File: config.mk
export PLATFORM = sky130hd
export DESIGN_NAME = fetch_unit
export DESIGN_NICKNAME = d
export VERILOG_FILES = /design/src/rtl/fetch_unit.sv
export SDC_FILE = /design/constraint.sdc
export NUM_CORES = 1
export LEC_CHECK = 0
export CAP_MARGIN = 10
export CORE_MARGIN = 1
export CORE_UTILIZATION = 50
export DETAILED_ROUTE_END_ITERATION = 7
export DONT_BUFFER_PORTS = 1
export PLACE_DENSITY = 0.68
export SLEW_MARGIN = 20
export SYNTH_ARGS = -nofsm -noshare
export SYNTH_HDL_FRONTEND = slang
export SYNTH_SLANG_ARGS = --single-unit
File: constraint.sdc
create_clock -name CLK -period 3.3 [get_ports CLK]
set_input_delay 0.33 -clock CLK [delete_from_list [all_inputs] [get_ports CLK]]
set_output_delay 0.33 -clock CLK [all_outputs]
set_load 0.02 [all_outputs]
File: src/rtl/fetch_unit.sv
// Instruction fetch: PC, IR and LUT-based jump/branch redirect with halt detection. IR is valid 1 cycle after PC; a redirect costs 1 bubble.
// Backpressure: stall freezes PC/IR/state; a pending redirect stays visible in IR and is taken once stall drops.
module fetch_unit #(
  parameter int                     PC_W       = 10,
  parameter int                     INST_W     = 9,
  parameter int                     LUT_D      = 5,
  parameter logic [PC_W-1:0]        START_ADDR = '0,
  parameter logic [INST_W-1:0]      HALT_OP    = 9'h1FF
) (
  input  logic                CLK,
  input  logic                reset,
  input  logic                start,
  input  logic                stall,
  input  logic                jump_en,
  input  logic                branch_en,
  input  logic [LUT_D-1:0]    target_idx,
  input  logic [INST_W-1:0]   inst_in,
  input  logic                lut_we,
  input  logic [LUT_D-1:0]    lut_waddr,
  input  logic [PC_W-1:0]     lut_wdata,
  output logic [PC_W-1:0]     PC,
  output logic [INST_W-1:0]   Instruction,
  output logic [PC_W-1:0]     inst_pc,
  output logic                inst_valid,
  output logic                halt,
  output logic [15:0]         fetch_ct
);

  localparam logic [1:0] S_IDLE   = 2'd0;
  localparam logic [1:0] S_RUN    = 2'd1;
  localparam logic [1:0] S_FLUSH  = 2'd2;
  localparam logic [1:0] S_HALTED = 2'd3;

  logic [1:0]      state;
  logic [PC_W-1:0] lut [2**LUT_D];
  logic [PC_W-1:0] lut_rd;
  logic [PC_W-1:0] redirect_pc;
  logic            redirect;
  logic            halt_hit;

  // Read-before-write: a same-cycle write to target_idx is seen only next cycle.
  always_ff @(posedge CLK) begin
    if (lut_we) lut[lut_waddr] <= lut_wdata;
  end

  assign lut_rd = lut[target_idx];

  always_comb begin
    redirect    = (state == S_RUN) && inst_valid && (jump_en || branch_en);
    halt_hit    = (state == S_RUN) && inst_valid && (Instruction == HALT_OP);
    // LUT entry is already PC_W wide, so modulo addition is the sign-extended offset.
    redirect_pc = jump_en ? lut_rd : (inst_pc + lut_rd);
  end

  always_ff @(posedge CLK or negedge reset) begin
    if (!reset) begin
      state       <= S_IDLE;
      PC          <= START_ADDR;
      Instruction <= '0;
      inst_pc     <= '0;
      inst_valid  <= 1'b0;
      halt        <= 1'b0;
      fetch_ct    <= '0;
    end else if (start) begin
      state       <= S_RUN;
      PC          <= START_ADDR;
      Instruction <= '0;
      inst_pc     <= '0;
      inst_valid  <= 1'b0;
      halt        <= 1'b0;
      fetch_ct    <= '0;
    end else if (halt_hit) begin
      halt  <= 1'b1;
      state <= S_HALTED;
    end else if (!stall) begin
      case (state)
        S_RUN, S_FLUSH: begin
          if (redirect) begin
            PC          <= redirect_pc;
            Instruction <= '0;
            inst_valid  <= 1'b0;
            state       <= S_FLUSH;
          end else begin
            Instruction <= inst_in;
            inst_pc     <= PC;
            inst_valid  <= 1'b1;
            PC          <= PC + PC_W'(1);
            state       <= S_RUN;
            if (fetch_ct != 16'hFFFF) fetch_ct <= fetch_ct + 16'd1;
          end
        end
        default: begin
        end
      endcase
    end
  end

endmodule

==> results.sh, run 1 <==
export IMPL_outcome="complete, no violations"
export IMPL_place_hpwl_um=19300
export IMPL_fp_dieH_um=177
export IMPL_cts_sinks=369
export IMPL_postCtsSetupRepairBufs=0
export IMPL_cts_buffers_inserted=38
export IMPL_clk_latency_ns=0.53
export IMPL_post_route_drc_count=0
export IMPL_synthCells=861
export IMPL_rr_startpoint="lut[19][1]$_DFFE_PP_"
export IMPL_worstHoldPathCells=2
export IMPL_grt_overflow=0
export IMPL_gp_congestion=0.830
export IMPL_viasPerCell=6.07
export IMPL_route_met3_wl_um=2650
export IMPL_power_uw=10100
export IMPL_synth_avg_cell_area_sq_um=17.7
export IMPL_min_period_ns=3.21
export IMPL_yosys_warnings=0
export IMPL_clockBufferDepth=3
export IMPL_rows=63
export IMPL_insertedDiodeCount=0
export IMPL_peakVddDrop_uv=471
export IMPL_detail_route_antenna_nets=0
export IMPL_track_usage_pct=21.1
export IMPL_place_worst_setup_slack_ns=-0.0368
export IMPL_crit_fanout=2
export IMPL_ys_seq_area_share_pct=71.1
export IMPL_skew_ns=0.0173
export IMPL_rsz0062_at_grt="true"
export IMPL_hold_path_class="input pin to register"
export IMPL_tightestPinTransition_ns=1.19
export IMPL_synth_top_area_cell="edfxtp_1"
export IMPL_synth_nets=910
export IMPL_critical_path_arrival_ns=3.64
export IMPL_num_nets_final=964
export IMPL_drt_total_wl_um=32000
export IMPL_fillers=2167
export IMPL_power_leakage_uw=0.00579
export IMPL_cts_tree="yes"
export IMPL_grt_antenna_before_repair=0
export IMPL_drt_iter0_drc=795
export IMPL_grt_pass1_wl_um=48700
export IMPL_power_density_nw_per_um2=582
export IMPL_synth_cell_types=53
export IMPL_synthTopCellsByArea="edfxtp_1, mux4_2, dfrtp_1, nor2_1, nand2_1"
export IMPL_die_w_um=177
export IMPL_synth_flop_cell="edfxtp_1"
export IMPL_grt_pass1_vias=8044
export IMPL_drive_gt1_share_pct=23.1
export IMPL_vias=8086
export IMPL_wl_met1_um=14000
export IMPL_endpoint_kind="register"
export IMPL_crit_type="register to register"
export IMPL_synth_top_cell_area_share_pct=63.1
export IMPL_worstReg2RegEnd="PC[7]$_DFFE_PN0P_"
export IMPL_wl_per_cell_um=24.0
export IMPL_fmax_mhz=311
export IMPL_wl_met2_um=14700
export IMPL_drv_cap=0
export IMPL_min_to="PC[4]$_DFFE_PN0P_"
export IMPL_initial_core_util_pct=51.1
export IMPL_synthArstFlopShare_pct=13.3
export IMPL_grt_max_degree=85
export IMPL_hp_start="jump_en"
export IMPL_fin_crit_sh_pct=97.3
export IMPL_tns_ns=0
export IMPL_setup_violations_final=0
export IMPL_yosys_register_bits=369
export IMPL_slew_headroom_pct=20.7
export IMPL_setup_slack_ns=0.0884
export IMPL_dr_max_layer_used="met4"
export IMPL_finalHoldViolCount=0
export IMPL_core_area_sq_um=29800
export IMPL_io_pins=83
export IMPL_cts_root_buffer="clkbuf_16"
export IMPL_clkTransAtPathRegs_ns=0.06
export IMPL_ff2ff_setup_slack_ns=0.09
export IMPL_area_growth_pct=14.4
export IMPL_port_buffers=0
export IMPL_reg2reg_depth=10
export IMPL_h_tree_depth=2
export IMPL_synth_edff_count=320
export IMPL_drt_first_pass_iters=5
export IMPL_start_kind="register"
export IMPL_syn_area_sq_um=15200
export IMPL_maxSlewViolCount=0
export IMPL_cp_data_required_time_ns=3.72
export IMPL_dieArea_sq_um=31200
[where the power goes]
group	switching [uW]	internal (uW)
combinational	315	282
sequential	82.5	5150
clock	1730	2590
total	2130	8020
[cell usage after synthesis (4+ instances only)]
library cell / n
o211ai_1: 5
edfxtp_1: 320
a31oi_1: 4
mux4_2: 94
mux2i_1: 8
xnor2_1: 4
or3_1: 4
nor2b_1: 5
a21oi_1: 31
a211oi_1: 10
inv_1: 9
clkbuf_1: 27
dfrtp_1: 49
buf_2: 8
nand4_1: 11
ha_1: 12
xor2_1: 17
and3_1: 5
o21ai_0: 9
buf_1: 5
o21ai_1: 9
mux2_2: 10
nor2_1: 81
nand3_1: 27
nand3b_1: 7
nand2_1: 45
nor3_1: 6
[stage by stage]
step	hold WS (ns)	cell area, sq um	cells	utilization (%)
after floorplan	0.0344	15300	861	-
after global placement	0.0353	15800	1243	53.1
after detailed placement	0.0353	15800	1243	53.1
after CTS	0.0206	17400	1332	58.4
after global routing	0.0155	17400	1332	58.5
final	0.0361	17400	1332	58.5
[layout make-up]
type                       instances  area, sq um  share of cell area, %
tap                              390          488                   2.80
inverter                          10         37.5                  0.215
clock inverter                    20          238                   1.36
multi-input combinational        441         4270                   24.5
clock buffer                      47         1020                   5.83
sequential                       369        10800                   62.2
timing repair buffer              55          541                   3.10
[state kept, by name, summed over array words and instances (netlist names)]
signal and cells:
halt 1, state 2, lut 320, inst_valid 1, inst_pc 10, PC 10
fetch_ct 16, Instruction 9
[critical path, cell delays in order, from the launching register on]
cell,delay [ns]
edfxtp_1,0.37
mux4_2,0.51
mux4_2,0.53
mux2_4,0.31
ha_4,0.23
a211oi_4,0.24
nor2_2,0.08
o21a_1,0.18
o41a_1,0.32
xnor2_1,0.13
a211oi_1,0.19
[how the worst max path moves through the flow]
stage	start	endpoint	cells after the start
after floorplan	target_idx[0]	PC[9]$_DFFE_PN0P_	14
after global placement	target_idx[0]	PC[8]$_DFFE_PN0P_	12
after detailed placement	target_idx[0]	PC[8]$_DFFE_PN0P_	12
after CTS	lut[19][1]$_DFFE_PP_	PC[7]$_DFFE_PN0P_	10
after global routing	lut[19][1]$_DFFE_PP_	PC[7]$_DFFE_PN0P_	10
final	lut[19][1]$_DFFE_PP_	PC[7]$_DFFE_PN0P_	10
[cells by family (layout without fill, tap and decap cells)]
family                     count (synthesis)  count (layout)  synth area share (%)
DFF                                      369             369                  71.1
and+or+nand+nor                          200             200                  6.02
buffers and inverters                     51             132                  1.37
muxes                                    113             113                  15.2
xor gates and xnor gates                  21              21                  1.21
AOI/OAI and AO/OA                         94              94                  3.95
adders and majority gates                 13              13                  1.12
[cell usage in the layout (no fill, tap or decap), types with 4 or more instances in the layout]
cell	count
a211oi_1	7
nor3_1	6
clkbuf_1	7
xor2_1	17
a31oi_1	4
mux2_2	9
bufinv_16	5
nor2b_1	5
o21ai_0	6
mux4_2	94
dfrtp_1	49
clkinv_2	6
buf_12	7
nand4_1	11
buf_4	33
o21ai_1	10
mux2i_1	8
inv_1	9
clkinv_1	6
or3_1	4
nand2_1	45
nand3_1	27
nor2_1	80
edfxtp_1	320
ha_1	9
nand3b_1	7
clkbuf_16	39
a21oi_1	30
and3_1	5
dlygate4sd3_1	11
o211ai_1	5
xnor2_1	4
[repair_timing]
item | in CTS | in global routing
hold buffers | 22 | 0
pin swaps | 0 | 3
endpoints found under the hold margin | 411 | 0
setup endpoints to repair | 1 | 4
gates resized for setup | 1 | 10
[per-layer routing]
metal	global-route usage (%)	up-vias
li1	-	3560
met1	30.8	4134
met2	32.3	346
met3	4.93	46
met4	5.21	0
met5	0	-
Power figures use the tool's default switching activity.
==> run 2: changes to the inputs <==
CTS_BUF_LIST = sky130_fd_sc_hd__clkbuf_8 sky130_fd_sc_hd__clkbuf_16   (was default)
==> run 2 against run 1 <==
Against the previous run: register-to-register slack is essentially flat; sequential power is essentially flat; total power shrank 0.24%; flip-flop and latch count is the same; wire length is essentially flat; utilization is the same.
==> results.sh, run 2 (same netlist as run 1, synthesis figures left out) <==
export IMPL_largest_register="lut"
export IMPL_core_area_sq_um=29800
export IMPL_post_route_drc_count=0
export IMPL_area_growth_pct=14.4
export IMPL_hold_path_class="input pin to register"
export IMPL_fin_crit_sh_pct=97.1
export IMPL_crit_fanout=2
export IMPL_grt_overflow=0
export IMPL_power_density_nw_per_um2=581
export IMPL_tightestPinTransition_ns=1.19
export IMPL_clkTransAtPathRegs_ns=0.06
export IMPL_fin_util_pct=58.5
export IMPL_largest_reg_flops=320
export IMPL_h_tree_depth=2
export IMPL_drt_total_wl_um=32000
export IMPL_drt_iter0_drc=791
export IMPL_cp_data_required_time_ns=3.73
export IMPL_cts_tree="yes"
export IMPL_stdcell_count=1332
export IMPL_rows=63
export IMPL_maxSlewViolCount=0
export IMPL_layout_common_cells="edfxtp_1, mux4_2, nor2_1, dfrtp_1, nand2_1"
export IMPL_viasPerCell=6.08
export IMPL_critical_path_arrival_ns=3.63
export IMPL_mostFrequentLayoutCell="edfxtp_1"
export IMPL_reg_top3="lut x320, fetch_ct x16"
export IMPL_start_kind="register"
export IMPL_clockBufferDepth=3
export IMPL_vias=8098
export IMPL_cts_root_buffer="clkbuf_16"
export IMPL_slew_headroom_pct=20.3
export IMPL_grt_pass1_wl_um=48700
export IMPL_cts_sinks=369
export IMPL_fillers=2167
export IMPL_wl_per_cell_um=24.0
export IMPL_rsz0062_at_grt="true"
export IMPL_grt_antenna_before_repair=0
export IMPL_skew_ns=0.0187
export IMPL_endpoint_kind="register"
export IMPL_crit_type="register to register"
export IMPL_grt_max_degree=85
export IMPL_num_nets_final=964
export IMPL_fmax_mhz=312
export IMPL_insertedDiodeCount=0
export IMPL_gp_congestion=0.830
export IMPL_cts_buffers_inserted=38
export IMPL_dp_cells=1243
export IMPL_clk_latency_ns=0.53
export IMPL_grt_pass1_vias=8044
export IMPL_min_period_ns=3.21
export IMPL_place_hpwl_um=19300
export IMPL_initial_core_util_pct=51.1
export IMPL_port_buffers=0
export IMPL_drv_cap=0
export IMPL_tns_ns=0
export IMPL_die_w_um=177
export IMPL_detail_route_antenna_nets=0
export IMPL_fp_dieH_um=177
export IMPL_postCtsSetupRepairBufs=0
export IMPL_io_pins=83
export IMPL_peakVddDrop_uv=471
export IMPL_track_usage_pct=21.1
export IMPL_dieArea_sq_um=31200
export IMPL_outcome="complete, no violations"
export IMPL_finalHoldViolCount=0
export IMPL_drt_first_pass_iters=6
export IMPL_power_leakage_uw=0.00582
export IMPL_drive_gt1_share_pct=23.1
export IMPL_setup_violations_final=0
## run 2: changes by cell type in the layout (fill, tap and decap cells not counted)
cell / change
clkbuf_1: -7
inv_1: +7
## run 2: final timing paths
check	from	end	depth (start not counted)	slack [ns]
min in group asynchronous	reset	fetch_ct[6]$_DFFE_PN0P_	2	0.33
max	lut[19][1]$_DFFE_PP_	PC[7]$_DFFE_PN0P_	10	0.09
max reg2reg	lut[19][1]$_DFFE_PP_	PC[7]$_DFFE_PN0P_	10	0.09
min reg2reg	state[0]$_DFFE_PN0P_	state[0]$_DFFE_PN0P_	2	0.59
min	jump_en	PC[4]$_DFFE_PN0P_	2	0.04
max in group asynchronous	reset	state[0]$_DFFE_PN0P_	2	2.76
## run 2: metal layers
layer  wire (um)  share of wire [%]  up-vias  GRT usage (%)
met1       14000                 44     4158           30.8
li1            -                  -     3562              -
met3        2630                8.2       44           4.93
met4         613                1.9        0           5.21
met5           0                  0        -              0
met2       14800                 46      334           32.3
## run 2: final cells by class
cell class                      count  area [sq um]  area share (%)
Clock buffer                       40           990            5.68
Clock inverter                     27           264            1.51
Inverter                           10          37.5           0.215
Multi-Input combinational cell    441          4270            24.5
Sequential cell                   369         10800            62.2
Tap cell                          390           488            2.80
Timing Repair Buffer               55           541            3.10
## run 2: what timing repair did
action / 4_1_cts / 5_1_grt
resized for setup: 1 / 10
endpoints found under the hold margin: 411 / 0
hold buffers: 22 / 0
pin swaps: 0 / 3
setup endpoints to repair: 1 / 4
## run 2: critical path: stages (launching register included)
cell and delay [ns]:
edfxtp_1 0.37, mux4_2 0.51, mux4_2 0.53, mux2_4 0.31, ha_4 0.23, a211oi_4 0.24, nor2_2 0.07, o21a_1 0.18
o41a_1 0.32, xnor2_1 0.13, a211oi_1 0.19
## run 2: metrics by stage
step | hold WS [ns] | instance area (sq um) | total power [uW] | setup WS (ns)
after detailed placement | 0.0353 | 15800 | 5800 | -0.0368
after global placement | 0.0353 | 15800 | 5790 | 0.0775
after global routing | 0.0155 | 17400 | 10400 | -0.0399
after CTS | 0.0206 | 17400 | 10200 | 0.0378
final | 0.0364 | 17400 | 10100 | 0.0947
after floorplan | 0.0344 | 15300 | 5740 | 0.00383
## run 2: power breakdown
part | internal (uW) | leakage, uW | switching [uW]
Clock | 2570 | 0.000647 | 1730
Combinational | 283 | 0.00162 | 315
Sequential | 5150 | 0.00355 | 82.5
==> run 3: changes to the inputs <==
GPL_ROUTABILITY_DRIVEN = 0   (was default)
SKIP_CTS_REPAIR_TIMING = 1   (was default)
==> run 3 against run 2 <==
Against the previous run: sequential power about the same; register-to-register slack about the same; highest routed layer unchanged; count of clock-buffer cells in the layout unchanged; total power about the same.
==> results.sh, run 3 (same netlist as run 1, synthesis figures left out) <==
export IMPL_outcome="complete, no violations"
export IMPL_cts_sinks=369
export IMPL_multiInputGateArea_sq_um=4270
export IMPL_worstSetupEndpoint="PC[7]$_DFFE_PN0P_"
export IMPL_drt_total_wl_um=32100
export IMPL_placed_cell_area_sq_um=15800
export IMPL_fin_area_sq_um=17500
export IMPL_seq_area_sq_um=10800
export IMPL_insertedDiodeCount=0
export IMPL_drt_first_pass_iters=5
export IMPL_endpoint_kind="register"
export IMPL_initial_core_util_pct=51.1
export IMPL_largest_register="lut"
export IMPL_io_pins=83
export IMPL_dieArea_sq_um=31200
export IMPL_drt_iter0_drc=806
export IMPL_start_kind="register"
export IMPL_viasPerCell=6.04
export IMPL_area_growth_pct=14.8
export IMPL_place_hpwl_um=19300
export IMPL_finalHoldViolCount=0
export IMPL_crit_fanout=2
export IMPL_clk_latency_ns=0.53
export IMPL_tightestPinTransition_ns=0.963
export IMPL_timing_critical_path_from="lut[19][1]$_DFFE_PP_"
export IMPL_port_buffers=0
export IMPL_rr_startpoint="lut[19][1]$_DFFE_PP_"
export IMPL_mostFrequentLayoutCell="edfxtp_1"
export IMPL_track_usage_pct=20.8
export IMPL_worstReg2RegEnd="PC[7]$_DFFE_PN0P_"
export IMPL_setup_violations_final=0
export IMPL_detail_route_antenna_nets=0
export IMPL_stdcell_count=1333
export IMPL_grt_antenna_before_repair=0
export IMPL_die_w_um=177
export IMPL_cts_buffers_inserted=38
export IMPL_layout_common_cells="edfxtp_1, mux4_2, nor2_1, dfrtp_1, nand2_1"
export IMPL_skew_ns=0.0171
export IMPL_rows=63
export IMPL_rsz0062_at_grt="true"
export IMPL_drv_cap=0
export IMPL_clkTransAtPathRegs_ns=0.06
export IMPL_h_tree_depth=2
export IMPL_largest_reg_flops=320
export IMPL_drive_gt1_share_pct=23.0
export IMPL_clockBufferDepth=3
export IMPL_vias=8057
export IMPL_grt_pass1_wl_um=48100
export IMPL_post_route_drc_count=0
export IMPL_grt_overflow=0
export IMPL_hp_start="jump_en"
export IMPL_fin_crit_sh_pct=97.3
export IMPL_power_leakage_uw=0.00585
export IMPL_wl_per_cell_um=24.1
export IMPL_slew_headroom_pct=35.6
export IMPL_fp_dieH_um=177
export IMPL_maxSlewViolCount=0
export IMPL_reg_top3="lut x320, fetch_ct x16"
export IMPL_core_area_sq_um=29800
export IMPL_num_nets_final=965
export IMPL_crit_type="register to register"
export IMPL_grt_pass1_vias=7931
export IMPL_fmax_mhz=311
export IMPL_cts_root_buffer="clkbuf_16"
export IMPL_min_period_ns=3.21
export IMPL_cp_data_required_time_ns=3.72
export IMPL_power_density_nw_per_um2=579
export IMPL_reg2reg_depth=10
export IMPL_fillers=2158
export IMPL_cts_tree="yes"
export IMPL_grt_max_degree=85
export IMPL_hold_path_class="input pin to register"
export IMPL_critical_path_arrival_ns=3.63
export IMPL_dp_cells=1243
export IMPL_peakVddDrop_uv=473
export IMPL_ff2ff_setup_slack_ns=0.09
-- run 3: layout make-up --
type | count | area share [%]
inverter | 10 | 0.215
timing repair buffer | 56 | 3.46
clock buffer | 40 | 5.66
sequential | 369 | 62.0
clock inverter | 27 | 1.51
multi-input combinational | 441 | 24.4
tap | 390 | 2.79
-- run 3: how the worst min path moves through the flow --
stage | endpoint | cells past startpoint
after floorplan | Instruction[0]$_DFFE_PN0P_ | 0
after global placement | fetch_ct[10]$_DFFE_PN0P_ | 0
after detailed placement | fetch_ct[6]$_DFFE_PN0P_ | 0
after CTS | fetch_ct[6]$_DFFE_PN0P_ | 0
after global routing | PC[4]$_DFFE_PN0P_ | 2
final | PC[4]$_DFFE_PN0P_ | 2
-- run 3: power breakdown --
part / internal [uW] / switching (uW) / total, uW
Clock: 2570 / 1720 / 4280
Sequential: 5150 / 82.6 / 5230
Combinational: 291 / 316 / 608
Total: 8000 / 2110 / 10100
-- run 3: through the flow --
stage               power [uW]  hold WS [ns]  TNS, ns  util (%)  setup slack [ns]
floorplan                 5740        0.0344        0         -           0.00383
global placement          5790        0.0353        0      53.1            0.0775
detailed placement        5800        0.0353  -0.0368      53.1           -0.0368
CTS                      10100        -0.516  -0.0398      57.4           -0.0398
global route             10400        0.0155  -0.0631      58.7           -0.0399
finish                   10100        0.0378        0      58.7            0.0893
-- run 3: worst max-delay path, cell delays in order (launching register included) --
cell      delay (ns)
edfxtp_1        0.37
mux4_2          0.51
mux4_2          0.53
mux2_4          0.31
ha_4            0.23
a211oi_4        0.25
nor2_2          0.07
o21a_1          0.18
o41a_1          0.32
xnor2_1         0.13
a211oi_1        0.19
-- run 3: per-layer routing --
metal,global-route usage [%],vias to the layer above,routed length (um)
li1,-,3560,-
met1,30.5,4124,14100
met2,31.8,333,14800
met3,4.84,40,2580
met4,4.96,0,559
met5,0,-,0
